==> config.mk <==
export PLATFORM = sky130hd
export DESIGN_NAME = dmem_lsu
export DESIGN_NICKNAME = d
export VERILOG_FILES = /design/src/rtl/dmem_lsu.sv
export SDC_FILE = /design/constraint.sdc
export NUM_CORES = 1
export LEC_CHECK = 0
export CAP_MARGIN = 20
export CORE_UTILIZATION = 29
export CTS_CLUSTER_SIZE = 12
export DETAILED_ROUTE_END_ITERATION = 12
export GPL_TIMING_DRIVEN = 0
export PLACE_DENSITY_LB_ADDON = 0.1
export SLEW_MARGIN = 10
export SYNTH_ARGS = -nofsm -noshare
export SYNTH_HDL_FRONTEND = slang
export SYNTH_SLANG_ARGS = --single-unit
export TNS_END_PERCENT = 50
==> constraint.sdc <==
create_clock -name clk -period 2.8 [get_ports clk]
set_clock_uncertainty 0.2 [all_clocks]
set_input_delay 0.84 -clock clk [delete_from_list [all_inputs] [get_ports clk]]
set_output_delay 0.84 -clock clk [all_outputs]
set_load 0.005 [all_outputs]
==> src/rtl/dmem_lsu.sv <==
// rtl/dmem_lsu.sv - RV32I load/store unit: decodes funct3, strobes data memory, waits out stalls with timeout
// Define LSU_MISALIGN_TRAP_EN to reject misaligned halfword/word accesses with rsp_err.
module dmem_lsu #(
  parameter int unsigned TIMEOUT_CYCLES = 16
) (
  input  logic        clk,
  input  logic        rst_n,
  input  logic        req_valid,
  output logic        req_ready,
  input  logic        req_write,
  input  logic [2:0]  req_funct3,
  input  logic [31:0] req_addr,
  input  logic [31:0] req_wdata,
  output logic        rsp_valid,
  output logic [31:0] rsp_rdata,
  output logic        rsp_err,
  output logic        busy,
  output logic [31:0] mem_addr,
  output logic [31:0] mem_write_data,
  output logic        mem_memwrite,
  output logic        mem_memread,
  output logic [3:0]  mem_sign_mask,
  input  logic [31:0] mem_read_data,
  input  logic        mem_clk_stall
);

  typedef enum logic [1:0] {S_IDLE, S_ISSUE, S_WAIT} state_e;

  localparam logic [7:0] TIMEOUT_LIM = 8'(TIMEOUT_CYCLES);

  state_e      state_q, state_d;
  logic [7:0]  cnt_q, cnt_d;
  logic        seen_stall_q, seen_stall_d;
  logic        write_q, write_d;
  logic        rsp_valid_q, rsp_valid_d;
  logic        rsp_err_q, rsp_err_d;
  logic [31:0] rsp_rdata_q, rsp_rdata_d;
  logic        mem_memread_q, mem_memread_d;
  logic        mem_memwrite_q, mem_memwrite_d;
  logic [31:0] mem_addr_q, mem_addr_d;
  logic [31:0] mem_write_data_q, mem_write_data_d;
  logic [3:0]  mem_sign_mask_q, mem_sign_mask_d;

  logic [3:0]  dec_mask;
  logic        dec_illegal;
  logic        dec_reject;
  logic [7:0]  cnt_inc;

  always_comb begin
    dec_mask    = 4'b0000;
    dec_illegal = 1'b0;
    case (req_funct3)
      3'b000:  dec_mask = 4'b1001;
      3'b001:  dec_mask = 4'b1011;
      3'b010:  dec_mask = 4'b0111;
      3'b100:  dec_mask = 4'b0001;
      3'b101:  dec_mask = 4'b0011;
      default: dec_illegal = 1'b1;
    endcase
    // Unsigned variants only exist for loads.
    if (req_write && req_funct3[2]) begin
      dec_illegal = 1'b1;
    end
`ifdef LSU_MISALIGN_TRAP_EN
    dec_reject = dec_illegal
               || ((req_funct3[1:0] == 2'b01) && req_addr[0])
               || ((req_funct3[1:0] == 2'b10) && (req_addr[1:0] != 2'b00));
`else
    dec_reject = dec_illegal;
`endif
  end

  assign cnt_inc = cnt_q + 8'd1;

  always_comb begin
    state_d          = state_q;
    cnt_d            = cnt_q;
    seen_stall_d     = seen_stall_q;
    write_d          = write_q;
    rsp_valid_d      = 1'b0;
    rsp_err_d        = 1'b0;
    rsp_rdata_d      = 32'd0;
    mem_memread_d    = 1'b0;
    mem_memwrite_d   = 1'b0;
    mem_addr_d       = mem_addr_q;
    mem_write_data_d = mem_write_data_q;
    mem_sign_mask_d  = mem_sign_mask_q;
    case (state_q)
      S_IDLE: begin
        if (req_valid) begin
          mem_addr_d       = req_addr;
          mem_write_data_d = req_write ? (req_wdata << {req_addr[1:0], 3'b000}) : 32'd0;
          mem_sign_mask_d  = dec_mask;
          write_d          = req_write;
          if (dec_reject) begin
            rsp_valid_d = 1'b1;
            rsp_err_d   = 1'b1;
          end else begin
            state_d        = S_ISSUE;
            mem_memread_d  = ~req_write;
            mem_memwrite_d = req_write;
          end
        end
      end
      S_ISSUE: begin
        state_d      = S_WAIT;
        seen_stall_d = 1'b0;
        cnt_d        = 8'd0;
      end
      S_WAIT: begin
        // Memory signals done by dropping stall after having raised it.
        if (seen_stall_q && !mem_clk_stall) begin
          state_d     = S_IDLE;
          rsp_valid_d = 1'b1;
          rsp_rdata_d = write_q ? 32'd0 : mem_read_data;
        end else begin
          cnt_d        = cnt_inc;
          seen_stall_d = seen_stall_q | mem_clk_stall;
          if (cnt_inc == TIMEOUT_LIM) begin
            state_d     = S_IDLE;
            rsp_valid_d = 1'b1;
            rsp_err_d   = 1'b1;
          end
        end
      end
      default: state_d = S_IDLE;
    endcase
  end

  always_ff @(posedge clk) begin
    if (!rst_n) begin
      state_q          <= S_IDLE;
      cnt_q            <= 8'd0;
      seen_stall_q     <= 1'b0;
      write_q          <= 1'b0;
      rsp_valid_q      <= 1'b0;
      rsp_err_q        <= 1'b0;
      rsp_rdata_q      <= 32'd0;
      mem_memread_q    <= 1'b0;
      mem_memwrite_q   <= 1'b0;
      mem_addr_q       <= 32'd0;
      mem_write_data_q <= 32'd0;
      mem_sign_mask_q  <= 4'd0;
    end else begin
      state_q          <= state_d;
      cnt_q            <= cnt_d;
      seen_stall_q     <= seen_stall_d;
      write_q          <= write_d;
      rsp_valid_q      <= rsp_valid_d;
      rsp_err_q        <= rsp_err_d;
      rsp_rdata_q      <= rsp_rdata_d;
      mem_memread_q    <= mem_memread_d;
      mem_memwrite_q   <= mem_memwrite_d;
      mem_addr_q       <= mem_addr_d;
      mem_write_data_q <= mem_write_data_d;
      mem_sign_mask_q  <= mem_sign_mask_d;
    end
  end

  assign req_ready      = (state_q == S_IDLE);
  assign busy           = (state_q != S_IDLE);
  assign rsp_valid      = rsp_valid_q;
  assign rsp_err        = rsp_err_q;
  assign rsp_rdata      = rsp_rdata_q;
  assign mem_memread    = mem_memread_q;
  assign mem_memwrite   = mem_memwrite_q;
  assign mem_addr       = mem_addr_q;
  assign mem_write_data = mem_write_data_q;
  assign mem_sign_mask  = mem_sign_mask_q;

endmodule

==> flow_metrics.tcl, run 1 <==
set metrics [dict create \
    status "finished clean" \
    synth-adder-area-share_pct 0.266 \
    layout-drive-gt1-share_pct 9.90 \
    fmax_ghz 0.374 \
    cellInternalPower_mw 3.53 \
    grt_antenna_before_repair 0 \
    cp_max_fo 8 \
    numCtsBuffers 17 \
    p_sw_mw 1.04 \
    fin_nets 809 \
    num_vias 4229 \
    pin_count 210 \
    syn_nets 584 \
    clk_pin_slew_ns 0.05 \
    place_ws_ns -0.219 \
    startpoint_type "register" \
    ys_ff_latch 116 \
    multi_input_area_um2 2190 \
    grt_pass1_wl_um 22100 \
    max_slew_margin_pct 60.8 \
    area_delta_synth_final_pct 62.9 \
    cts.htree.levels 4 \
    worst_pin_slew_ns 0.589 \
    fin_crit_sh_pct 95.5 \
    final_cell_mix "clkdlybuf4s50_1, dfxtp_1, nand2_1, a21boi_0, and2_1" \
    cts_hold_buffers 0 \
    grt_start_max_net_pins 17 \
    hold_viol 0 \
    finalCriticalPeriod_ns 2.67 \
    dieArea_um2 16800 \
    synth_ff_type "dfxtp_1" \
    n_antenna_cell 0 \
    synth_compound_area_share_pct 16.4 \
    dp.final_hpwl_um 10800 \
    grt_usage_pct 17.5 \
    synth.mux.area_fraction_pct 7.86 \
    grt_pass1_vias 4193 \
    synth_cell_types 50 \
    power.total_mw 4.57 \
    rsz0062_at_grt "false" \
    p_per_area_nw_per_um2 595 \
    p_leak_nw 2.84 \
    placedCellCount 901 \
    max-clock-path-buffers 2 \
    power_frac_seq_pct 38.1 \
    gp_congestion 0.828 \
    endpoint_kind "output port" \
    core_area_um2 15900 \
    combPwrFrac_pct 12.1 \
    final_common_cell "clkdlybuf4s50_1" \
    die-height_um 129 \
    power.share.clock_pct 49.8 \
    maxCapViolCount 0 \
    drt_iter0_drc 139 \
    yosysWarnings 0 \
    async_flop_share_pct 0 \
    hold_class "register to register" \
    fin_area_um2 7670 \
    wl_per_cell_um 15.4 \
    synth_top_family_by_area "simple AND/OR/NAND/NOR gates" \
    dpl_cell_area_um2 7040 \
    path_class "register to output port" \
    final_max_slew_viol_count 0 \
    cts_root_buffer "clkbuf_16" \
    syn_area_um2 4710 \
    synth_area_leaders "dfxtp_1, a21boi_0, nand2_1" \
    cp_slowest_cell "clkdlybuf4s50_1" \
    register_area_um2 2320 \
    holdWs_ns 0.260 \
    overflow 0 \
    yosysTopAreaCell "dfxtp_1" \
    cts_tree "done" \
    initial_core_util_pct 29.7 \
    yosys.area.top_type_share_pct 49.3 \
    num_rows 46 \
    finalSetupViolCount 0 \
    num-fill-cells 1510 \
    synth-simple-area-share_pct 21.9 \
    crit_chain "or2_2 > inv_1 > clkdlybuf4s50_1" \
    drt_first_pass_iters 4 \
    switching_share_pct 22.7 \
    final_cells 933 \
    die_x_um 129 \
    synthCells 479 \
    cts_sinks 116 \
    io_buffers 206 \
    wirelength_um 14400 \
    critPathMaxStageDelay_ns 0.48 \
    ys_seq_area_share_pct 49.3 \
    drc 0 \
    cts_setup_buffers 0 \
    critPathRequiredTime_ns 1.76 \
    avgViaCountPerCell 4.53 \
    fin_ws_ns 0.127 \
    synth_edf_count 0 \
    cp.arrival_ns 1.63 \
    clkLatencyLatePin_ns 0.41 \
    final_antenna_net_count 0 \
    synth_xor_area_share_pct 0 \
    irDropWorstVdd_uv 404 \
    syn_avg_cell_area_um2 9.84 \
]
Yosys cell counts, types with 2 or more instances:
cell,n
nor2_1,8
o2bb2ai_1,8
nand4b_1,2
nand2b_1,3
a21boi_1,2
nand3_1,13
a21oi_1,5
nand2_1,80
a22oi_1,25
nor3_1,6
o21a_1,2
buf_2,9
inv_1,3
clkbuf_1,23
dfxtp_1,116
nor2b_1,33
mux2i_1,10
and3_1,3
o21ai_0,5
a21boi_0,44
and2_1,35
mux4_2,8
mux2_2,8
o211a_1,2
metrics by stage:
step | util (%) | TNS (ns)
floorplan | - | 0
global placement | 44.3 | -5.45
detailed placement | 44.3 | -5.47
CTS | 48.3 | 0
global route | 48.3 | 0
finish | 48.3 | 0
registers in the layout, summed over array words and instances, names as in the netlist:
signal / cells
mem_memwrite: 1
write_q: 1
mem_addr: 32
mem_memread: 1
rsp_err: 1
mem_sign_mask: 4
rsp_rdata: 32
state_q: 2
seen_stall_q: 1
mem_write_data: 32
cnt_q: 8
rsp_valid: 1
repair_timing:
action | 4_1_cts | 5_1_grt
resized for setup | 0 | 2
setup endpoints to repair | 0 | 1
hold endpoints to repair | 0 | 0
cell families (layout without fill, tap and decap cells):
logic type	after synthesis	in the layout
AO/OA/AOI/OAI	102	102
adder cells (fa/ha/maj)	1	1
buffers and inverters	39	277
flip-flops	116	116
multiplexers	26	26
AND/OR/NAND/NOR	195	195
power by group through the flow:
stage                     Combinational (mW)  Sequential, mW  Clock, mW
after CTS                              0.560            1.74       2.34
after global routing                   0.603            1.75       2.41
after detailed placement               0.557            1.77          0
final                                  0.554            1.74       2.27
after floorplan                        0.217            1.78          0
after global placement                 0.552            1.77          0
layer usage:
layer	part of all wire [%]	up-vias	wire [um]	track usage [%]
met5	0	-	0	0
li1	-	2108	-	-
met2	49	124	7050	29.1
met4	0.94	0	135	5.34
met3	6.5	10	930	6.32
met1	44	1987	6290	21.1
final cells by class:
type / instances / share of cell area [%]
Sequential cell: 116 / 30.3
Buffer: 36 / 2.51
Clock buffer: 21 / 6.26
Inverter: 3 / 0.147
Multi-Input combinational cell: 324 / 28.5
Timing Repair Buffer: 206 / 26.9
Tap cell: 216 / 3.52
Clock inverter: 11 / 1.92
worst max-delay path, delay by kind of cell (launching register included):
family	cells	cell delay, ns
buf+inv	2	0.53
simple gates	1	0.33
flops	1	0.36
final timing paths:
check                           cells past startpoint  slack (ns)           to   startpoint
worst min register to register                      2        0.26  mem_addr[9]  mem_addr[9]
worst max-delay path                                3        0.13    req_ready   state_q[1]
worst min-delay path                                2        0.26  mem_addr[9]  mem_addr[9]
worst max register to register                      5        0.78      rsp_err   state_q[1]
Power figures use the tool's default switching activity.
==> run 2: changes to the inputs <==
--- a/config.mk
+++ b/config.mk
@@ -7,5 +7,5 @@
 export LEC_CHECK = 0
 export CAP_MARGIN = 20
-export CORE_UTILIZATION = 29
+export CORE_UTILIZATION = 40
 export CTS_CLUSTER_SIZE = 12
 export DETAILED_ROUTE_END_ITERATION = 12
==> constraint.sdc (replaced) <==
create_clock -name clk -period 2.8 [get_ports clk]
set_clock_uncertainty 0.2 [all_clocks]
set_input_delay 0.84 -clock clk [delete_from_list [all_inputs] [get_ports clk]]
set_output_delay 0.84 -clock clk [all_outputs]
set_load 0.01 [all_outputs]
==> run 2 against run 1 <==
Effect of this change: via count up 1.2%; sequential share of layout area up 0.70 points; non-clock buffer count unchanged; global-route usage up 5.7 points; die area down 27%.
==> flow_metrics.tcl, run 2 (same netlist as run 1, synthesis figures left out) <==
set metrics [dict create \
    fmax_ghz 0.371 \
    avgViaCountPerCell 4.98 \
    clk_pin_slew_ns 0.06 \
    wirelength_um 13800 \
    pin_count 210 \
    max_slew_margin_pct 63.2 \
    die-height_um 111 \
    gp_congestion 0.852 \
    fin_nets 809 \
    num_vias 4280 \
    final_common_cell "clkdlybuf4s50_1" \
    endpoint_kind "output port" \
    initial_core_util_pct 41.1 \
    area_delta_synth_final_pct 59.2 \
    cp.arrival_ns 1.66 \
    irDropWorstVdd_uv 417 \
    p_leak_nw 2.79 \
    final_max_slew_viol_count 0 \
    fin_crit_sh_pct 96.3 \
    core_area_um2 11500 \
    drt_iter0_drc 198 \
    power.total_mw 4.26 \
    power.share.clock_pct 45.7 \
    dp.final_hpwl_um 10200 \
    final_cells 860 \
    placedCellCount 828 \
    cts-resized-gates 0 \
    clkLatencyLatePin_ns 0.40 \
    num_rows 39 \
    rsz0062_at_grt "false" \
    power_frac_seq_pct 40.8 \
    critPathMaxStageDelay_ns 0.52 \
    final_cell_mix "clkdlybuf4s50_1, dfxtp_1, nand2_1, a21boi_0, and2_1" \
    grt_pass1_wl_um 22200 \
    p_sw_mw 1.07 \
    cts_tree "done" \
    grt_pass1_vias 4384 \
    drt_first_pass_iters 4 \
    layout-drive-gt1-share_pct 9.76 \
    finalCriticalPeriod_ns 2.70 \
    wl_per_cell_um 16.0 \
    hold_class "register to register" \
    crit_chain "or2_2 > inv_1 > clkdlybuf4s50_1" \
    cp_max_fo 8 \
    critPathRequiredTime_ns 1.76 \
    cts_hold_buffers 0 \
    worst_pin_slew_ns 0.552 \
    crit_family "buffers and inverters" \
    hold_viol 0 \
    maxCapViolCount 0 \
    cts_root_buffer "clkbuf_16" \
    finalSetupViolCount 0 \
    p_per_area_nw_per_um2 569 \
    n_antenna_cell 0 \
    switching_share_pct 25.1 \
    holdWs_ns 0.261 \
    status "finished clean" \
    cellInternalPower_mw 3.19 \
    combPwrFrac_pct 13.4 \
    path_class "register to output port" \
    drc 0 \
    numCtsBuffers 17 \
    dieArea_um2 12200 \
    io_buffers 206 \
    overflow 0 \
    grt_antenna_before_repair 0 \
    cts_setup_buffers 0 \
    final_antenna_net_count 0 \
    num-fill-cells 963 \
    cts.htree.levels 4 \
    max-clock-path-buffers 2 \
    die_x_um 111 \
    cp_slowest_cell "clkdlybuf4s50_1" \
    grt_start_max_net_pins 17 \
    startpoint_type "register" \
    final_util_pct 65.4 \
    grt_usage_pct 23.1 \
    critPathBufInv 2 \
    cts_sinks 116 \
]
[run 2: layout make-up]
class	instances	area [um2]	share of cell area (%)
clock buffer	18	439	5.85
timing repair buffer	206	2060	27.5
inverter	3	11.3	0.150
sequential	116	2320	31.0
clock inverter	14	109	1.45
tap	143	179	2.39
multi-input combinational	324	2190	29.2
buffer	36	191	2.55
[run 2: layer usage]
metal / vias up / wire [um] / global-route usage (%)
li1: 2107 / - / -
met3: 16 / 813 / 7.03
met4: 0 / 221 / 8.62
met1: 2008 / 5770 / 27.1
met5: - / 0 / 0
met2: 149 / 6970 / 39.6
[run 2: stage by stage]
| step | cell area, um2 | TNS [ns] | setup slack (ns) |
|---|---|---|---|
| after global placement | 6950 | -3.24 | -0.152 |
| after detailed placement | 6950 | -5.12 | -0.204 |
| after floorplan | 4710 | 0 | 0.545 |
| final | 7500 | 0 | 0.104 |
| after CTS | 7500 | 0 | 0.0888 |
| after global routing | 7500 | 0 | 0.0184 |
[run 2: power by group through the flow]
stage / Sequential, mW / Combinational (mW) / Clock [mW]
after floorplan: 1.80 / 0.218 / 0
after global placement: 1.77 / 0.564 / 0
after detailed placement: 1.77 / 0.572 / 0
after CTS: 1.74 / 0.576 / 1.99
after global routing: 1.75 / 0.621 / 2.08
final: 1.74 / 0.573 / 1.95
[run 2: path summary, 6_finish.rpt]
| kind | from | to | slack [ns] | cells after the start |
|---|---|---|---|---|
| worst min-delay path | mem_addr[16] | mem_addr[16] | 0.26 | 2 |
| worst max register to register | state_q[1] | mem_addr[28] | 0.73 | 5 |
| worst min register to register | mem_addr[16] | mem_addr[16] | 0.26 | 2 |
| worst max-delay path | state_q[1] | req_ready | 0.10 | 3 |
[run 2: worst min-delay path, stage by stage (launching register included)]
cell	delay, ns
dfxtp_1	0.31
nand2_1	0.04
a21boi_0	0.06
==> RTL change 1: new RTL, flow settings as in run 1 <==
Add a define of `LSU_MISALIGN_TRAP_EN`.
--- a/src/rtl/dmem_lsu.sv
+++ b/src/rtl/dmem_lsu.sv
@@ -1,5 +1,7 @@
 // rtl/dmem_lsu.sv - RV32I load/store unit: decodes funct3, strobes data memory, waits out stalls with timeout
 // Define LSU_MISALIGN_TRAP_EN to reject misaligned halfword/word accesses with rsp_err.
+`define LSU_MISALIGN_TRAP_EN
+
 module dmem_lsu #(
   parameter int unsigned TIMEOUT_CYCLES = 16
 ) (
Function: changed (a bounded check fails within 4 cycles, from zero or initial values and one cycle with rst_n low).
==> RTL change 1 against run 1 <==
- area after synthesis decreased by 4.9%
- routed wire length decreased by 0.19%
- fmax decreased by 0.74%
- cell area decreased by 3.8%
- sequential cell count unchanged
- worst setup slack got worse by 0.020 ns
- power decreased by 3.1%
- critical path depth increased by 1
==> RTL change 1: results (changes against run 1) <==
| Metric | Value |
|---|---|
| Distinct cells, synth | 45 (-10%) |
| Number of fill cells | 1402 (-7.2%) |
| Hold WS | 0.253 ns (-0.00672 ns) |
| GRT Util Overall | 18.4% (+0.89 points) |
| Relative slew slack | 56.7% (-4.0 points) |
| DR iter-0 viols | 198 (+42%) |
| Adder-Cell Fraction of Synth Area | 0.279% (+0.014 points) |
| Placed cell area | 0.00680 mm^2 (-3.5%) |
| First-pass GRT wire length | 22.3 mm (+0.91%) |
| DR vias/cell | 4.74 (+4.6%) |
| Met3 wire len | 994 um (+6.9%) |
| Power share of the clock group | 48.4% (-1.4 points) |
| HP Start | mem_addr[5] |
| Worst R2R End | mem_addr[26] |
| Synth area leaders | dfxtp_1 (52%), nand2_1 (6.5%), a21oi_1 (5.8%) |
| Layout cells sized above 1 | 10.1% (+0.17 points) |
| Mapped Nets | 582 (-0.34%) |
| P_leak | 2.79 nW (-1.7%) |
| Final GP Congestion | 0.809 (-2.2%) |
| RR Startpoint | state_q[0] |
| Max FO, Critical Path | 10 (+2) |
| Mux cell area share after synthesis | 8.04% (+0.18 points) |
| Slack of the worst reg-to-reg path | 0.90 ns (+0.12 ns) |
| Vias in the first global route | 4170 (-0.55%) |
| Routed wire length | 14.4 mm (-0.19%) |
| WL/cell | 15.9 um (+3.1%) |
| Switching portion of total power | 22.6% (-0.043 points) |
| Pre-CTS WS | -0.319 ns (-0.100 ns) |
| Synth Area in Compound Gates | 15.1% (-1.3 points) |
| Synth cell count leaders | dfxtp_1 (116), nand2_1 (78), a21oi_1 (52) |
| Status | completed |
-- RTL change 1: layout make-up --
type                       instances  area, um^2  share of cell area [%]
buffer                            35         181                    2.46
clock buffer                      19         443                    6.00
clock inverter                    11         136                    1.85
inverter                           3        11.3                   0.153
multi-input combinational        323        1970                    26.7
sequential                       116        2320                    31.5
tap                              188         235                    3.19
timing repair buffer             208        2080                    28.2
-- RTL change 1: worst max-delay path by stage --
stage               cells after the start  slack, ns                 end
CTS                                     4      0.002           req_ready
global route                            4       0.06           req_ready
finish                                  4       0.11           req_ready
detailed placement                      5      -0.32   mem_write_data[6]
floorplan                               6       0.63  mem_write_data[31]
global placement                        5      -0.29   mem_write_data[5]
-- RTL change 1: per-layer routing --
layer,GRT usage (%),vias up
met4,8.08,0
met5,0,-
met2,28.7,141
li1,-,2111
met3,5.61,22
met1,23.3,2007
-- RTL change 1: repair_timing --
item | 4_1_cts | 5_1_grt
gates resized for setup | 0 | 3
hold endpoints to repair | 0 | 0
endpoints found under the setup margin | 0 | 3
==> RTL change 2: new RTL, settings of run 1 <==
Made on the original files. Reset style: asynchronous (`rst_n`), changed in one clocked block.
--- a/src/rtl/dmem_lsu.sv
+++ b/src/rtl/dmem_lsu.sv
@@ -127,7 +127,7 @@
     endcase
   end
 
-  always_ff @(posedge clk) begin
+  always_ff @(posedge clk or negedge rst_n) begin
     if (!rst_n) begin
       state_q          <= S_IDLE;
       cnt_q            <= 8'd0;
Behaviour: differs if rst_n is asserted again (counterexample within 4 cycles, from zero or initial values and one cycle with rst_n low); with rst_n held inactive, the same outputs for 10 cycles.
==> RTL change 2 against run 1 <==
- worst setup slack worse by 0.024 ns
- sequential cell count is the same
- register-to-register slack gained 0.05 ns
- fmax fell by 0.90%
- routed wire length decreased by 3.8%
- cell area up 1.1%
- core utilization rose by 0.37 points
- area after synthesis increased by 1.1%
- critical endpoint unchanged
- largest cell class unchanged
- highest routed layer unchanged
Power is not compared: it rests on default switching activity, and its combinational part moved more than twofold at a synthesized area within 25%.
==> RTL change 2: results (changes against run 1) <==
| Metric | Value |
|---|---|
| Post-CTS sizing | 0 (unchanged) |
| Final GP Congestion | 0.806 (-2.6%) |
| Seq/Total Area, Yosys | 61.0% (+12 points) |
| Top cell family by delay on the critical path | buffers and inverters |
| Yosys warns | 0 (unchanged) |
| HP Class | input pin to async pin |
| 1st-pass router iterations | 4 (unchanged) |
| DR iter-0 viols | 219 (+58%) |
| Initial antenna violation count | 0 (unchanged) |
| WL/cell | 15.3 um (-0.78%) |
| Most used DFF post-synth | dfrtp_1 |
| Slew @ Worst Pin | 0.557 ns (-0.0313 ns) |
| H-tree levels | 4 (unchanged) |
| # diodes | 0 (unchanged) |
| Vias in the first global route | 4100 (-2.2%) |
| Final HPWL DP | 10.4 mm (-3.7%) |
| Post-CTS Setup Repair Bufs | 0 (unchanged) |
| Placed cell area | 0.00714 mm^2 (+1.4%) |
| Mapped Nets | 554 (-5.1%) |
| Number of fill cells | 1462 (-3.2%) |
| GRT Util Overall | 17.1% (-0.38 points) |
| Crit-path slowest cell | clkdlybuf4s50_1 |
| Status | completed |
| Final net count | 782 (-3.3%) |
| Layout cells sized above 1 | 6.39% (-3.5 points) |
| Worst path max stage delay | 0.56 ns (+0.08 ns) |
| First-pass GRT wire length | 21.4 mm (-3.2%) |
| Largest net degree at the start of global routing | 80 (+63) |
| Async S/R FF share, synth | 100% (+100 points) |
| Synth cell count leaders | nand2_1 (134), dfrtp_1 (116), and2_1 (34) |
| Total CTS buffers | 17 (unchanged) |
| Longest Clk Path Bufs | 2 (unchanged) |
| Peak VDD IR | 0.484 mV |
| Distinct cells, synth | 41 (-18%) |
| Max FO, Critical Path | 5 (-3) |
| Buffers on Ports | 208 (+0.97%) |
| Clk_lat worst skew | 0.41 ns (about the same) |
| Critical Path AT | 1.66 ns (+0.03 ns) |
| Synth area leaders | dfrtp_1 (61%), nand2_1 (11%), and2_1 (4.5%) |
| DR vias/cell | 4.44 (-2.0%) |
| P_leak | 3.52 nW |
| Clock Root Buffer | clkbuf_16 |
| Clock transition at path regs | 0.05 ns (about the same) |
-- RTL change 2: kinds of logic after synthesis --
family / Yosys count / synth area share (%)
multiplexers: 16 / 3.36
XOR/XNOR: 1 / 0.184
buffers and inverters: 29 / 3.00
AND/OR/NAND/NOR: 209 / 20.4
adder cells (fa/ha/maj): 1 / 0.263
AO/OA/AOI/OAI: 77 / 11.8
flip-flops: 116 / 61.0
-- RTL change 2: layer usage --
metal | track usage (%) | vias up | share of wire [%]
li1 | - | 1964 | -
met1 | 20.6 | 1885 | 43
met2 | 26.8 | 149 | 46
met3 | 6.60 | 23 | 8.7
met4 | 8.21 | 0 | 2.5
met5 | 0 | - | 0
-- RTL change 2: layout make-up --
class                           instances  area [um^2]  share of cell area (%)
Buffer                                 26          131                    1.69
Clock buffer                           22          464                    5.98
Clock inverter                          9          153                    1.97
Inverter                                3         11.3                   0.145
Multi-Input combinational cell        304         1720                    22.1
Sequential cell                       116         2900                    37.4
Tap cell                              216          270                    3.48
Timing Repair Buffer                  209         2110                    27.2
-- RTL change 2: path summary, 6_finish.rpt --
path,start,to,slack (ns),cells after the start
setup / recovery,state_q[1],req_ready,0.10,2
hold / removal,rst_n,mem_write_data[7],0.12,1
setup reg to reg,state_q[1],mem_write_data[23],0.83,4
max in group asynchronous,rst_n,mem_addr[12],1.56,2
min in group clk,mem_addr[2],mem_addr[2],0.27,2
hold reg to reg,mem_addr[2],mem_addr[2],0.27,2
-- RTL change 2: stage by stage --
step	setup WS, ns	cells	hold slack [ns]	TNS (ns)
2_1_floorplan	0.798	449	0.270	0
3_3_place_gp	-3.92	873	0.258	-453.96
3_5_place_dp	-0.137	874	0.262	-0.485
4_1_cts	0.0561	905	0.118	0
5_1_grt	0.00643	905	0.133	0
6_report	0.103	905	0.118	0
-- RTL change 2: report_power, final --
part	switching [W]	internal, W
sequential	0.000270	0.00214
clock	0.000737	0.00153
combinational	0.000821	0.00119
total	0.00183	0.00486
